**src/rtl/sram_access_arbiter.sv**
```systemverilog
// Two-port arbiter sharing one serial-SRAM encoder: port A has priority,
// port B is protected by a starvation limit, and a watchdog flags a hung encoder.
module sram_access_arbiter #(
    parameter int WORD_WIDTH    = 16,
    parameter int ADDRESS_WIDTH = 15,
    parameter int STARVE_LIMIT  = 4,
    parameter int TIMEOUT       = 255
) (
    input  logic                     clk,
    input  logic                     reset,
    input  logic                     a_req,
    input  logic                     a_we,
    input  logic [ADDRESS_WIDTH-1:0] a_addr,
    input  logic [WORD_WIDTH-1:0]    a_wdata,
    output logic                     a_ack,
    output logic [WORD_WIDTH-1:0]    a_rdata,
    input  logic                     b_req,
    input  logic                     b_we,
    input  logic [ADDRESS_WIDTH-1:0] b_addr,
    input  logic [WORD_WIDTH-1:0]    b_wdata,
    output logic                     b_ack,
    output logic [WORD_WIDTH-1:0]    b_rdata,
    input  logic                     enc_initialized,
    input  logic                     enc_busy,
    input  logic [WORD_WIDTH-1:0]    enc_rdata,
    output logic                     enc_request,
    output logic                     enc_write_enable,
    output logic [ADDRESS_WIDTH-1:0] enc_address,
    output logic [WORD_WIDTH-1:0]    enc_wdata,
    output logic                     grant_b,
    output logic                     timeout_err
);

    typedef enum logic [2:0] {
        S_INIT,
        S_IDLE,
        S_ISSUE,
        S_WAIT_BUSY,
        S_WAIT_DONE,
        S_RESP
    } state_t;

    localparam int STARVE_W = $clog2(STARVE_LIMIT + 1);
    localparam logic [STARVE_W-1:0] STARVE_MAX = STARVE_W'(STARVE_LIMIT);
    localparam logic [7:0] WD_LIMIT = 8'(TIMEOUT);

    state_t              state;
    logic [STARVE_W-1:0] starve_cnt;
    logic [7:0]          wd_cnt;
    logic                a_guard;
    logic                b_guard;

    logic       a_elig;
    logic       b_elig;
    logic       pick_b;
    logic [7:0] wd_next;

    // A port that was acked last cycle sits out one arbitration round.
    always_comb begin
        a_elig  = a_req && !a_guard;
        b_elig  = b_req && !b_guard;
        pick_b  = b_elig && ((starve_cnt == STARVE_MAX) || !a_elig);
        wd_next = wd_cnt + 8'd1;
    end

    always_ff @(posedge clk or posedge reset) begin
        if (reset) begin
            state            <= S_INIT;
            starve_cnt       <= '0;
            wd_cnt           <= '0;
            a_guard          <= 1'b0;
            b_guard          <= 1'b0;
            a_ack            <= 1'b0;
            b_ack            <= 1'b0;
            a_rdata          <= '0;
            b_rdata          <= '0;
            enc_request      <= 1'b0;
            enc_write_enable <= 1'b0;
            enc_address      <= '0;
            enc_wdata        <= '0;
            grant_b          <= 1'b0;
            timeout_err      <= 1'b0;
        end else begin
            enc_request <= 1'b0;
            a_ack       <= 1'b0;
            b_ack       <= 1'b0;
            a_guard     <= a_ack;
            b_guard     <= b_ack;

            case (state)
                S_INIT: begin
                    if (enc_initialized) state <= S_IDLE;
                end

                S_IDLE: begin
                    if (!enc_initialized) begin
                        state <= S_INIT;
                    end else if (a_elig || b_elig) begin
                        grant_b          <= pick_b;
                        enc_write_enable <= pick_b ? b_we    : a_we;
                        enc_address      <= pick_b ? b_addr  : a_addr;
                        enc_wdata        <= pick_b ? b_wdata : a_wdata;
                        enc_request      <= 1'b1;
                        if (pick_b || !b_elig)
                            starve_cnt <= '0;
                        else if (starve_cnt != STARVE_MAX)
                            starve_cnt <= starve_cnt + 1'b1;
                        state <= S_ISSUE;
                    end
                end

                S_ISSUE: begin
                    wd_cnt <= '0;
                    state  <= S_WAIT_BUSY;
                end

                S_WAIT_BUSY: begin
                    if (enc_busy) begin
                        state <= S_WAIT_DONE;
                    end else begin
                        wd_cnt <= wd_next;
                        // Give up on the encoder: ack with the old read data.
                        if (wd_next == WD_LIMIT) begin
                            timeout_err <= 1'b1;
                            a_ack       <= !grant_b;
                            b_ack       <= grant_b;
                            state       <= S_RESP;
                        end
                    end
                end

                S_WAIT_DONE: begin
                    if (!enc_busy) begin
                        if (!enc_write_enable) begin
                            if (grant_b) b_rdata <= enc_rdata;
                            else         a_rdata <= enc_rdata;
                        end
                        a_ack <= !grant_b;
                        b_ack <= grant_b;
                        state <= S_RESP;
                    end
                end

                S_RESP: begin
                    state <= enc_initialized ? S_IDLE : S_INIT;
                end

                default: state <= S_INIT;
            endcase
        end
    end

endmodule
```
**config.mk**
```make
export PLATFORM = sky130hd
export DESIGN_NAME = sram_access_arbiter
export DESIGN_NICKNAME = d
export VERILOG_FILES = /design/src/rtl/sram_access_arbiter.sv
export SDC_FILE = /design/constraint.sdc
export NUM_CORES = 1
export LEC_CHECK = 0
export BUFFER_PORTS_ARGS = -buffer_cell sky130_fd_sc_hd__buf_2
export CAP_MARGIN = 20
export CELL_PAD_IN_SITES_DETAIL_PLACEMENT = 1
export CELL_PAD_IN_SITES_GLOBAL_PLACEMENT = 1
export CORE_MARGIN = 2
export CORE_UTILIZATION = 25
export CTS_CLUSTER_DIAMETER = 100
export DETAILED_ROUTE_END_ITERATION = 7
export PLACE_DENSITY_LB_ADDON = 0.1
export SLEW_MARGIN = 20
export SYNTH_ARGS = -nofsm -noshare
export SYNTH_HDL_FRONTEND = slang
export SYNTH_SLANG_ARGS = --single-unit
```
**constraint.sdc**
```tcl
create_clock -name clk -period 6.48 [get_ports clk]
set_input_delay 0.324 -clock clk [delete_from_list [all_inputs] [get_ports clk]]
set_output_delay 0.324 -clock clk [all_outputs]
set_load 0.02 [all_outputs]
```
---- After elaboration in Yosys (flattened, before gate mapping) ----
Index checks and enable logic that the tools add are counted.
operators by class
  add/subtract/negate cells ............... 2
  equal/unequal tests ..................... 13
  mux-type cells .......................... 26
  bitwise logic cells ..................... 3
  reductions and logical operators ........ 21
operators with widths
  cell                                                  number
  two-way mux 3 bit                                     8
  case mux 3 bit (6 select lines)                       1
  two-way mux 16 bit                                    1
  case mux 8 bit (2 select lines)                       1
  AND reduction 4 bit                                   4
  two-way mux 15 bit                                    1
  two-way mux 1 bit                                     11
  equality test 3 bit (second input constant)           3
  != test 3 bit (second input constant)                 3
  adder 8 x 1 -> 8 bit (second input constant)          1
  equality test 8 bit (second input constant)           1
  two-way mux 8 bit                                     1
  equality test 3 x 2 -> 1 bit (second input constant)  2
  != test 2 bit (second input constant)                 3
  AND reduction 3 bit                                   2
  zero test 1 bit                                       5
  case mux 1 bit (2 select lines)                       2
  nonzero test 2 bit                                    2
  adder 3 x 1 -> 3 bit (second input constant)          1
  equality test 3 x 1 -> 1 bit (second input constant)  1
  logical AND 1 bit                                     3
  zero test 3 bit                                       1
  logical OR 1 bit                                      3
  inverter 1 bit                                        3
  AND reduction 2 bit                                   1
word-level totals
  flip-flop bits (word level) ............. 85
  input port bits ......................... 86
  output and inout bits ................... 69
  logic and storage cells ................. 80

---- Logic depth before layout (Yosys ltp) ----
Gate-level depths: netlist of run 1.
  depth in word-level cells ............... 8
  mapped depth ............................ 8

---- Worst setup path before layout of run 1 ----
OpenSTA, ideal clock, no wires.
  path type ............................... reg-to-reg
  start ................................... register state[1]
  end ..................................... register a_rdata[0]
  arrival ................................. 1.727 ns
  path slack .............................. 4.628 ns
  stages on the path, launching flop included .. 6
  path buffers ............................ 2
  clock period less this slack ............ 1.852 ns
  path through ............................ dfrtp_1 -> buf_2 -> or3_4 -> nor4_4 -> buf_6 -> mux2_2
on the way
  longest elaborated chain between the ends .. 2
RTL lines
  element                        line  RTL
  from (decl)                    47    state_t state;
  from (signal assigned)         145   state <= enc_initialized ? S_IDLE : S_INIT;
  equality test 3 bit            90    case (state)
  AND reduction 4 bit (no line)  --
  to (signal assigned)           136   else a_rdata <= enc_rdata;
  to (decl)                      16    output logic [WORD_WIDTH-1:0] a_rdata,
No other way between the ends.
A chain may end at the register's enable or synchronous reset.

---- Final worst setup path of run 1 ----
  start ................................... register state[2]
  end ..................................... register a_rdata[10]
The elaborated chain is that of the path after synthesis.

==> results, run 1 <==
- The busiest metal layer after global routing is met2.
- Registers are responsible for 39.6% of the overall power.
- The buffers inserted during post-CTS setup optimization is 0.
- The count of buffers inserted at the top-level ports is roughly 150.
- The clock latency reported for the late side of the worst-skew pair is 0.35 ns.
- For this run, design rule violations remaining after detail routing come to 0.
- In the layout the commonest cells are buf_2 (154), dfrtp_1 (85), o21ai_0 (49), nand2_1 (46).
- The total nets after synthesis is 415.
- The number of pins with negative max-slew slack in the final report is 0.
- The clock network power share is between 20% and 30%.
- The number of antenna diodes in the final layout is 0.
- The TritonCTS buffer count is 9.
- The detailed placement HPWL is approximately 7500 µm.
- The total of fill cells in the finished design is 1686.
- The count of placed standard cells in the final layout, fillers left out is 663.
- Global routing used 15.9% of the available met1 tracks.
- The net total in the final layout is 564.
- The number of placement rows is 44.
- At the worst endpoint, the arrival time is 2.57 ns.
- The class of the worst hold path is in2async.
- The synthesized netlist cell count is around 330.
- TritonCTS built the clock tree.
- For this design the total switching power over the nets is 0.000863 W.
- The number of antenna violations at the first check in global routing is 1.
- The number of levels in the clock H-tree is 3.
- The number of global-route vias before repair is 3052.
- The floorplan step defined a die boundary enclosing between 15000 and 20000 µm².
- The core region is 14600 µm².
- The clock passes through at most 2 buffers.
- The leading cell type in the layout, fill and taps excluded is buf_2.
- The synthesized design contains 85 register bits.
- The via density per instance is 4.45.
- The number of antenna-violating nets in the routed design is 0.
- The die is 127 µm tall.
- Ranked by total cell area, the synthesized netlist is headed by dfrtp_1 (56%), mux2_2 (9.5%), mux2i_1 (8.5%), o21ai_0 (6.6%), nand2_1 (4.6%).
- Entering global routing, the biggest net connects 68 pins.
- For this run, the number of Yosys warnings is 0.
- The xor/xnor cell area share of the yosys netlist is less than 1%.
- In this run the power density over the cells is between 400 and 500 nW/µm².
- The setup TNS after final layout is 0 ns.
- For this run the aggregate overflow at the end of global routing stands at 0.
- The root buffer cell is clkbuf_16.
- The startpoint type of the worst setup path is a flop.
- The cell with the largest stage delay on the worst path is nor4_4.
- The internal portion of the total power is 0.00133 W.
- For this run, the share of the core covered by cells in the final layout is 34.3%.
- Cells with a size suffix above 1 make up 44.3% of the layout.
- The sequential standard cell area is about 2100 µm².
- For this run, the total global-route usage over all layers was measured as 13.0%.
- The worst clock skew is ~0.0085 ns.
- The share of total power in combinational logic is 37.1%.
- For the worst setup path, the data required time is 6.71 ns.
- By startpoint and endpoint, the worst setup path is classified as reg2reg.
- The pre-antenna-repair detailed-routing pass consisted of 4 iterations.
- Setup violations remaining at the end of the flow were counted as 0.
- Setup repair after global routing left no endpoint under its margin.
- The area of the mapped netlist is approximately 3800 µm².
- The routed length per placed instance is roughly 15 µm.
- Along the worst path, the maximum fanout reaches 16.
- Counting tap cells, the placed design contains a total of between 600 and 700 instances.
- The synthesized design spends more area on one cell type than any other, namely dfrtp_1.
- The fraction of power spent switching nets is 39.4%.
- The number of library cell types mapped by synthesis is 44.
- Summed over all layers, the routed wires come to between 10000 and 15000 µm.
- The total count of hold-check failures in the final report is 0.
- In this run the count of I/O pins placed on the die edge is 155.
- The commonest register cell after synthesis is dfrtp_1.
- The tool flagged a number of max-cap violations equal to 0.
- The slew of the pin with the lowest slew margin is 1.01 ns.
- The worst pin sits at a relative slew slack of 31.9%.
- The first-iteration detailed-routing DRC count is 133.
- The gate family responsible for the most delay along the worst path is simple AND/OR/NAND/NOR gates.
- The multiplexer share of the synthesized area is 18.0%.
- The detailed-route via count is 2953.
- Summing all multi-input logic gate instances after layout gives 1550 µm².
- The smallest clock period supported by the final layout is computed as 2.33 ns.
- The largest family of logic cells by synthesized area is multiplexers.
- Each instance of the synthesized netlist takes up on average 11.6 µm².
- The first-pass GRT wire length is 16000 µm.
- Based on the critical path, the design can be clocked at up to 0.428 GHz.
- For this configuration, the core starts out at a cell density of around 26%.
- Traced cell by cell, the critical path runs through inv_2, or3_4, nor4_4, mux2_2.
- For this run, global-route usage on met3 was measured as 4.39%.
- The flow ran to the end, and the final reports show no timing, DRC or antenna violations.
- The worst setup path is captured at a flop.
- On the worst path, the slowest cell contributes a delay of 0.77 ns.
- The number of sinks on the clock net is 85.
- Measured along the x axis, the die boundary spans ~130 µm.
- For this design the static power due to leakage is 2.55 nW.
- The share of flip-flops with an asynchronous set or reset after synthesis is 100%.
- The number of hold buffers added after CTS was 0.
- The basic-gate share of the synthesized area counting and, or, nand and nor cells is around 9.7%.
- The arithmetic-cell share of the synthesized area counting full adders, half adders and majority gates is about 1.3%.
- After clock tree synthesis, the clock-pin slew on the worst setup and hold paths is 0.07 ns.
- At the end of routability-driven placement, the weighted congestion stood at 0.752.
- The number of flops mapped to enable cells by yosys is 0.
- The area share of the largest cell type after synthesis is between 50 and 60%.
- The layout overhead on the synthesized area is 33.0%.
- The number of gates given a new drive strength after cts is 0.
- The peak supply drop is 0.131 mV.
- The post-synthesis compound-gate area fraction is 10.9%.
- For met2 alone, demand over resource in global routing was between 20 and 25%.
- The final critical path takes up 36.0% of the cycle.
- The share of the Yosys chip area taken by registers is approximately 56%.
- Together, buffers and inverters on the worst path number 1.
-- cells in the mapped netlist (4+ instances only) --
cell type	instances
nor2b_1	4
inv_1	6
ha_1	4
mux2i_1	32
buf_2	9
dfrtp_1	85
nand3_1	4
o21ai_0	50
clkbuf_1	8
nor2_1	4
nand2_1	46
mux2_2	32
-- routing by layer --
metal	part of all wire (%)	routed length [µm]	vias to the layer above
li1	-	-	1441
met2	46	4700	105
met3	7.9	804	12
met4	2.2	221	0
met1	44	4480	1395
met5	0	0	-
-- per-stage QoR --
stage          worst slack (ns)  power [W]  hold WS (ns)  area, µm²
5_1_grt                    3.96    0.00235        0.0931       5020
2_1_floorplan              3.96    0.00139         0.450       3770
3_5_place_dp               4.09    0.00171         0.364       4720
4_1_cts                    4.08    0.00224        0.0593       5020
6_report                   4.15    0.00219        0.0363       5020
3_3_place_gp               4.17    0.00169         0.365       4720
-- final timing paths --
kind	startpoint	to	slack, ns	depth (start not counted)
worst max-delay path	state[2]	a_rdata[10]	4.15	4
worst min-delay path	reset	b_rdata[14]	0.04	2
worst max register to register	state[2]	a_rdata[10]	4.15	4
worst min register to register	a_ack	a_guard	0.39	0
max in group asynchronous	reset	b_rdata[1]	5.35	3
min in group clk	enc_rdata[1]	b_rdata[1]	0.22	2
-- cells by family after synthesis --
| family | Yosys count |
|---|---|
| flip-flops | 85 |
| AO/OA/AOI/OAI | 71 |
| adder cells (fa/ha/maj) | 4 |
| XOR/XNOR | 2 |
| buffers and inverters | 26 |
| AND/OR/NAND/NOR | 73 |
| multiplexers | 64 |
-- state kept, by name, summed over array words and instances, names as in the netlist, 3 cells and up --
register / count
a_rdata: 16
state: 3
starve_cnt: 3
enc_address: 15
enc_wdata: 16
b_rdata: 16
wd_cnt: 8
-- layout make-up --
cell class              instances  share of cell area, %
well taps                     184                   4.59
inverters                       7                  0.548
multi-input cells             214                   30.8
flip-flops and latches         85                   42.4
repair buffers                157                   15.8
clock inverters                 5                  0.847
clock buffers                  11                   5.03
-- power groups by stage --
stage                     combinational, W  sequential [W]  clock (W)
final                             0.000813        0.000866   0.000510
after global routing              0.000895        0.000899   0.000552
after CTS                         0.000835        0.000871   0.000536
after detailed placement          0.000836        0.000878          0
after global placement            0.000822        0.000870          0
after floorplan                   0.000306         0.00108          0
(Power assumes the default switching activity.)
==> inputs of run 2 (changes only) <==
==> constraint.sdc (replaced) <==
create_clock -name clk -period 2 [get_ports clk]
set_input_delay 0.1 -clock clk [delete_from_list [all_inputs] [get_ports clk]]
set_output_delay 0.1 -clock clk [all_outputs]
set_load 0.02 [all_outputs]
==> run 2 against run 1 <==
Critical endpoint is now state[2]. Combinational power grew to 3.4 times the previous value. Sequential share of layout area shrank 1.7 points. Maximum frequency grew 32%. Power grew to 3.3 times the previous value. Largest cell class unchanged. Cell area grew 4.3%. Cell count grew 2.9%. Count of clock-buffer cells in the layout shrank 1. Critical path depth grew 1.
==> results, run 2 (synthesized netlist as in run 1, its figures left out) <==
- The clock input transition at the sequential cells of the worst setup and hold paths was 0.07 ns (about the same).
- The TritonCTS buffer count is 9 (unchanged).
- The die width is 127 µm (unchanged).
- The effective utilization at floorplan was 25.8% (unchanged).
- The count of buffers inserted at the top-level ports came to 154 (unchanged).
- The launching element of the worst setup path is wd_cnt[0].
- The uppermost layer routed is met4.
- The overall global routing resource usage was 13.2% (+0.22 points).
- The largest net degree at the start of global routing was 48 (-29%).
- The final routed DRC violation total is 0 (unchanged).
- The leading cell type in the layout, fill and taps excluded is buf_2.
- Walking the worst path, the cells encountered are ha_1, nand3_1, xor2_1, a2111oi_0, o31a_1.
- The boundary pin count was 155 (unchanged).
- The number of global-route vias before repair is 3144 (+3.0%).
- The leakage power of the design was 2.65 nW (+3.7%).
- The source of the worst register-to-register timing path is wd_cnt[0].
- The critical path is of the reg2reg type.
- The routed length on met2 came to 4810 µm (+2.3%).
- STA classifies the critical path endpoint as a flop.
- The number of pins with negative max-slew slack in the final report was 0 (unchanged).
- The first-pass GRT wire length came to 16700 µm (+4.2%).
- The number of levels in the clock H-tree is 3 (unchanged).
- The worst clock skew is 0.00790 ns (-0.000550 ns).
- The worst path required time is 2.28 ns (-4.43 ns).
- The largest individual stage delay along the critical path comes from the cell a2111oi_0.
- Setup repair after global routing left no endpoint under its margin.
- The wire length the detailed router placed on met1 came to 4650 µm (+3.8%).
- Compared with the post-synthesis result, the final layout area differs by 38.6%.
- The peak per-stage delay on the critical path is 0.45 ns (-0.32 ns).
- The worst hold path begins at enc_rdata[8].
- The path class of the tightest hold or removal check is in2reg.
- The run finished with clean final reports.
- Leaving out fill and tap cells, the most frequent cells in the layout are buf_2 (154), dfrtp_1 (85), o21ai_0 (49), nand2_1 (46).
- The number of antenna-violating nets in the routed design came to 0 (unchanged).
- The net total in the final layout is 583 (+3.4%).
- The number of placement rows was 44 (unchanged).
- The final wirelength is 10400 µm (+2.0%).
- The total power of the final layout is 0.00714 W (+230%).
- The total core area is 14600 µm² (unchanged).
- The slew of the pin with the lowest slew margin is 0.758 ns (-0.256 ns).
- In the final layout, the registers with the most flip-flops are a_rdata: 16 flops, b_rdata: 16 flops, enc_wdata: 16 flops.
- The reported max-cap violation count is 0 (unchanged).
- The setup TNS after final layout is 0 ns (unchanged).
- The maximum clock insertion buffer count is 2 (unchanged).
- The detailed-route via count was 3043 (+3.0%).
- The peak supply drop is 0.392 mV (+200%).
- The final critical-path required period is 1.77 ns (-0.562 ns).
- The power density of the placed cells is 1360 nW/µm² (+210%).
- The relative slew slack came to 49.2% (+17 points).
- The die footprint is 16100 µm² (unchanged).
- The final number of setup-violating endpoints is 0 (unchanged).
- The first-iteration detailed-routing DRC count is 84 (-37%).
- The share of post-route cells with drive strength above 1 was 44.2% (-0.082 points).
- The length of routed met3 wiring is 797 µm (-0.87%).
- The top achievable clock speed is 0.565 GHz (+32%).
- The number of antenna violations at the first check in global routing is 0 (-1).
- The gate family responsible for the most delay along the worst path is compound AO/OA/AOI/OAI gates.
- The worst path buffer plus inverter count is 0 (-1).
- The largest fanout on the critical path came to 7 (-9).
- The root buffer cell is clkbuf_16.
- The detailed placement HPWL came to 7730 µm (+2.3%).
- The critical path data arrival time is 2.05 ns (-0.52 ns).
- The total count of hold-check failures in the final report is 0 (unchanged).
- The routed length per placed instance came to 15.3 µm (-0.85%).
- The via density per instance came to 4.46 (+0.18%).
- The number of optimization iterations in the first detailed-route pass was 4 (unchanged).
- The total of fill cells in the finished design is 1667 (-1.1%).
- The overall die height is 127 µm (unchanged).
- The number of sinks on the clock net is 85 (unchanged).
- The clock latency reported for the late side of the worst-skew pair is 0.34 ns (about the same).
- The post-route fraction of the period consumed by the critical path was 88.6% (+53 points).
- The final weighted congestion in routability-driven placement came to 0.762 (+1.3%).
- The count of antenna diodes in the layout came to 0 (unchanged).
- STA classifies the critical path startpoint as a flop.
- The remaining global-route overflow came to 0 (unchanged).
- TritonCTS built the clock tree.
==> run 2: layout make-up <==
cell class / instances / area (µm²) / area share (%)
multi-input cells: 214 / 1550 / 29.5
flip-flops and latches: 85 / 2130 / 40.6
well taps: 184 / 230 / 4.40
repair buffers: 176 / 1010 / 19.4
clock buffers: 10 / 239 / 4.57
clock inverters: 6 / 47.5 / 0.908
inverters: 7 / 30.0 / 0.574
==> run 2: power by group <==
part / switching, W / internal, W / leakage [nW]
clock: 0.000720 / 0.000885 / 0.139
combinational: 0.00168 / 0.00107 / 1.40
sequential: 0.000395 / 0.00239 / 1.11
total: 0.00280 / 0.00434 / 2.65
==> run 2: repair_timing <==
item,in CTS,in global routing
endpoints found under the setup margin,0,0
hold endpoints to repair,29,0
gates resized for setup,0,0
buffers inserted,0,0
hold buffers,11,0
==> run 2: per-layer routing <==
layer  track usage, %  up-vias
li1                 -     1484
met1             17.0     1432
met2             21.0      116
met3             4.26       11
met4             4.65        0
met5                0        -
==> run 2: path summary, 6_finish.rpt <==
check	to	slack, ns	cells past startpoint
worst max-delay path	state[2]	0.23	5
worst min-delay path	a_rdata[8]	0.02	2
worst max register to register	state[2]	0.23	5
worst min register to register	b_guard	0.42	0
max in group asynchronous	a_guard	1.02	4
min in group asynchronous	b_rdata[11]	0.30	3
==> run 2: through the flow <==
stage	instance area, µm²	utilization, %	hold WS [ns]	setup WS (ns)	std cells
after floorplan	3780	-	0.251	0.148	325
after global placement	4840	33.0	0.110	0.281	655
after detailed placement	4840	33.0	0.111	0.196	655
after CTS	5230	35.7	0.00283	0.176	682
after global routing	5230	35.7	0.0134	0.0892	682
final	5230	35.7	0.0179	0.229	682
==> run 2: worst register-to-register path, delay by kind of cell, from the launching register on <==
family,cells,cell delay (ns)
AO/OA/AOI/OAI,2,0.63
XOR/XNOR,1,0.18
adder cells (fa/ha/maj),1,0.27
flip-flops,1,0.44
AND/OR/NAND/NOR,1,0.18
==> inputs of run 3 (changes only) <==
--- a/config.mk
+++ b/config.mk
@@ -9,6 +9,7 @@
 export CAP_MARGIN = 20
 export CELL_PAD_IN_SITES_DETAIL_PLACEMENT = 1
 export CELL_PAD_IN_SITES_GLOBAL_PLACEMENT = 1
+export CORE_ASPECT_RATIO = 0.9
 export CORE_MARGIN = 2
 export CORE_UTILIZATION = 25
 export CTS_CLUSTER_DIAMETER = 100
==> run 3 against run 2 <==
Hold slack gained 0.0028 ns. Cell area grew 2.3%. Setup slack improved by 0.031 ns. Count of clock-buffer cells in the layout rose by 1. Combinational power is essentially flat. Via count is 0.46% higher. Wire length shrank 4.1%. Cell count is 2.6% higher. Clock skew decreased by 0.0021 ns. Sequential share of layout area down 0.90 points. Critical path type unchanged. Critical endpoint is now a_rdata[4]. Largest cell class unchanged. Highest routed layer unchanged.
==> results, run 3 (synthesized netlist as in run 1, its figures left out) <==
- The share of total power in combinational logic is 37.2% (-1.4 points).
- STA classifies the critical path endpoint as a flop.
- The met3 usage in global routing is 5.95% (+1.7 points).
- The internal power summed over all cells came to 0.00462 W (+6.4%).
- The number of sinks on the clock net is 85 (unchanged).
- The largest registers in the layout are a_rdata: 16 flops, b_rdata: 16 flops, enc_wdata: 16 flops.
- The worst clock skew is 0.00582 ns (-0.00209 ns).
- The fraction of power spent switching nets is 37.2% (-2.0 points).
- The final routed DRC violation total is 0 (unchanged).
- The setup TNS after final layout is 0 ns (unchanged).
- The busiest metal layer after global routing is met2.
- The placed standard-cell area is 4870 µm² (+0.62%).
- The peak per-stage delay on the critical path was 0.47 ns (+0.02 ns).
- The first-iteration detailed-routing DRC count is 86 (+2.4%).
- The met2 global-route usage is 20.2% (-0.83 points).
- The final wirelength is 9980 µm (-4.1%).
- The startpoint type of the worst setup path is a flop.
- The maximum clock insertion buffer count came to 2 (unchanged).
- The via density per instance is 4.37 (-2.1%).
- The routed length per placed instance is 14.3 µm (-6.5%).
- The TritonCTS buffer count was 9 (unchanged).
- The critical path data arrival time is 1.96 ns (-0.09 ns).
- The top cell types in the final layout, fill and taps aside, are buf_2 (154), dfrtp_1 (85), o21ai_0 (49), nand2_1 (46).
- The instance count along the most critical hold path was 2 (unchanged).
- The effective utilization at floorplan came to 25.7% (-0.12 points).
- The relative slew slack came to 55.8% (+6.6 points).
- The largest fanout on the critical path is 16 (+9).
- The category of the critical setup timing path is reg2reg.
- The power density of the placed cells is 1370 nW/µm² (+0.69%).
- The leakage power of the design came to 2.68 nW (+1.4%).
- From synthesis to final layout, the design area changed by 41.8%.
- The total count of hold-check failures in the final report came to 0 (unchanged).
- The peak supply drop is 0.510 mV (+30%).
- The root buffer cell is clkbuf_16.
- The number of antenna violations at the first check in global routing is 0 (unchanged).
- The final weighted congestion in routability-driven placement is 0.732 (-3.9%).
- The reported max-cap violation count is 0 (unchanged).
- The number of pins with negative max-slew slack in the final report is 0 (unchanged).
- The buffers inserted during post-CTS setup optimization came to 0 (unchanged).
- The final critical-path required period is 1.74 ns (-0.0315 ns).
- The library cell used most frequently in the layout, excluding fill and tap cells, is buf_2.
- The die width is 134 µm (+5.2%).
- The number of global-route vias before repair was 3264 (+3.8%).
- The first-pass GRT wire length came to 16300 µm (-2.2%).
- The detailed placement HPWL is 7270 µm (-5.9%).
- The total core area was 14700 µm² (+0.48%).
- The gate family responsible for the most delay along the worst path is simple AND/OR/NAND/NOR gates.
- The worst slack on hold paths is 0.0207 ns (+0.00283 ns).
- The number of antenna-violating nets in the routed design is 0 (unchanged).
- The number of placement rows is 42 (-4.5%).
- The worst path buffer plus inverter count is 1 (+1).
- The detailed-route via count is 3057 (+0.46%).
- The class of the worst hold path is in2reg.
- The power dissipated by switching net loads came to 0.00274 W (-2.3%).
- The flow ran to the end, and the final reports show no timing, DRC or antenna violations.
- The slew of the pin with the lowest slew margin is 0.661 ns (-0.0973 ns).
- The portion of total power attributed to sequential cells is 37.6% (-1.3 points).
- The final number of setup-violating endpoints is 0 (unchanged).
- The overall global routing resource usage is 13.0% (-0.24 points).
- The remaining global-route overflow is 0 (unchanged).
- The clock input transition at the sequential cells of the worst setup and hold paths is 0.06 ns (about the same).
- The count of buffers inserted at the top-level ports came to 154 (unchanged).
- The net total in the final layout came to 587 (+0.69%).
- Setup repair after global routing left no endpoint under its margin.
- The total non-filler cell area in the finished layout is 5350 µm² (+2.3%).
- The worst path required time is 2.22 ns (-0.06 ns).
- The number of cell instances on the worst register-to-register path is 4 (-1).
- The count of antenna diodes in the layout came to 0 (unchanged).
- The top achievable clock speed is 0.575 GHz (+1.8%).
- The clock network power share is 25.2% (+2.7 points).
- The largest net degree at the start of global routing is 68 (+42%).
- The fraction of met1 tracks used by global routing is 16.2% (-0.74 points).
- The critical path depth is 4 (-1).
- The share of post-route cells with drive strength above 1 is 43.8% (-0.35 points).
- The slowest stage of the critical path belongs to the cell dfrtp_1.
- The post-route fraction of the period consumed by the critical path is 87.0% (-1.6 points).
- The overall die height was 121 µm (-5.0%).
- Traced cell by cell, the critical path runs through or3_4, nor4_4, buf_12, mux2_2.
- The number of levels in the clock H-tree is 3 (unchanged).
- The boundary pin count came to 155 (unchanged).
- TritonCTS built the clock tree.
- The number of optimization iterations in the first detailed-route pass is 4 (unchanged).
- The clock latency reported for the late side of the worst-skew pair was 0.34 ns (about the same).
- The die footprint is 16100 µm² (about the same).
[run 3: cell count changes in the layout (fill, tap and decap cells not counted)]
cell / change
buf_12: +1
dlygate4sd3_1: +4
clkinv_2: -1
inv_6: -1
clkbuf_8: +1
bufinv_16: +2
buf_4: -1
clkinv_4: -3
clkinvlp_4: +2
[run 3: metrics by stage]
stage          instances  total power [W]  utilization [%]  setup WS, ns
2_1_floorplan        325          0.00449                -         0.148
3_3_place_gp         669          0.00550             33.1         0.319
3_5_place_dp         669          0.00558             33.1         0.256
4_1_cts              700          0.00752             36.4         0.250
5_1_grt              700          0.00788             36.4         0.141
6_report             700          0.00735             36.4         0.260
[run 3: power by group through the flow]
stage                     Combinational, W  Sequential, W  Clock [W]
after floorplan                   0.000993        0.00350          0
final                              0.00274        0.00277    0.00185
after global routing               0.00302        0.00287    0.00200
after global placement             0.00272        0.00278          0
after CTS                          0.00280        0.00278    0.00194
after detailed placement           0.00278        0.00280          0
[run 3: per-layer routing]
layer,vias to the layer above,part of all wire [%]
met5,-,0
met4,0,1.2
met3,12,8.7
met2,105,45
met1,1451,45
li1,1489,-
[run 3: layout make-up]
cell class / count / area, µm²
well taps: 198 / 248
repair buffers: 180 / 1070
clock buffers: 11 / 253
inverters: 7 / 30.0
fillers: 1690 / 9360
flip-flops and latches: 85 / 2130
multi-input cells: 214 / 1550
clock inverters: 5 / 82.6
[run 3: what timing repair did]
item,CTS,global route
gates resized for setup,0,0
hold endpoints to repair,48,0
hold buffers,15,0
[run 3: worst paths after layout]
path | startpoint | end | slack [ns]
setup / recovery | state[0] | a_rdata[4] | 0.26
setup reg to reg | state[0] | a_rdata[4] | 0.26
max in group asynchronous | reset | a_rdata[4] | 1.04
hold / removal | enc_rdata[3] | b_rdata[3] | 0.02
hold reg to reg | b_ack | b_guard | 0.40
min in group asynchronous | reset | enc_request | 0.40
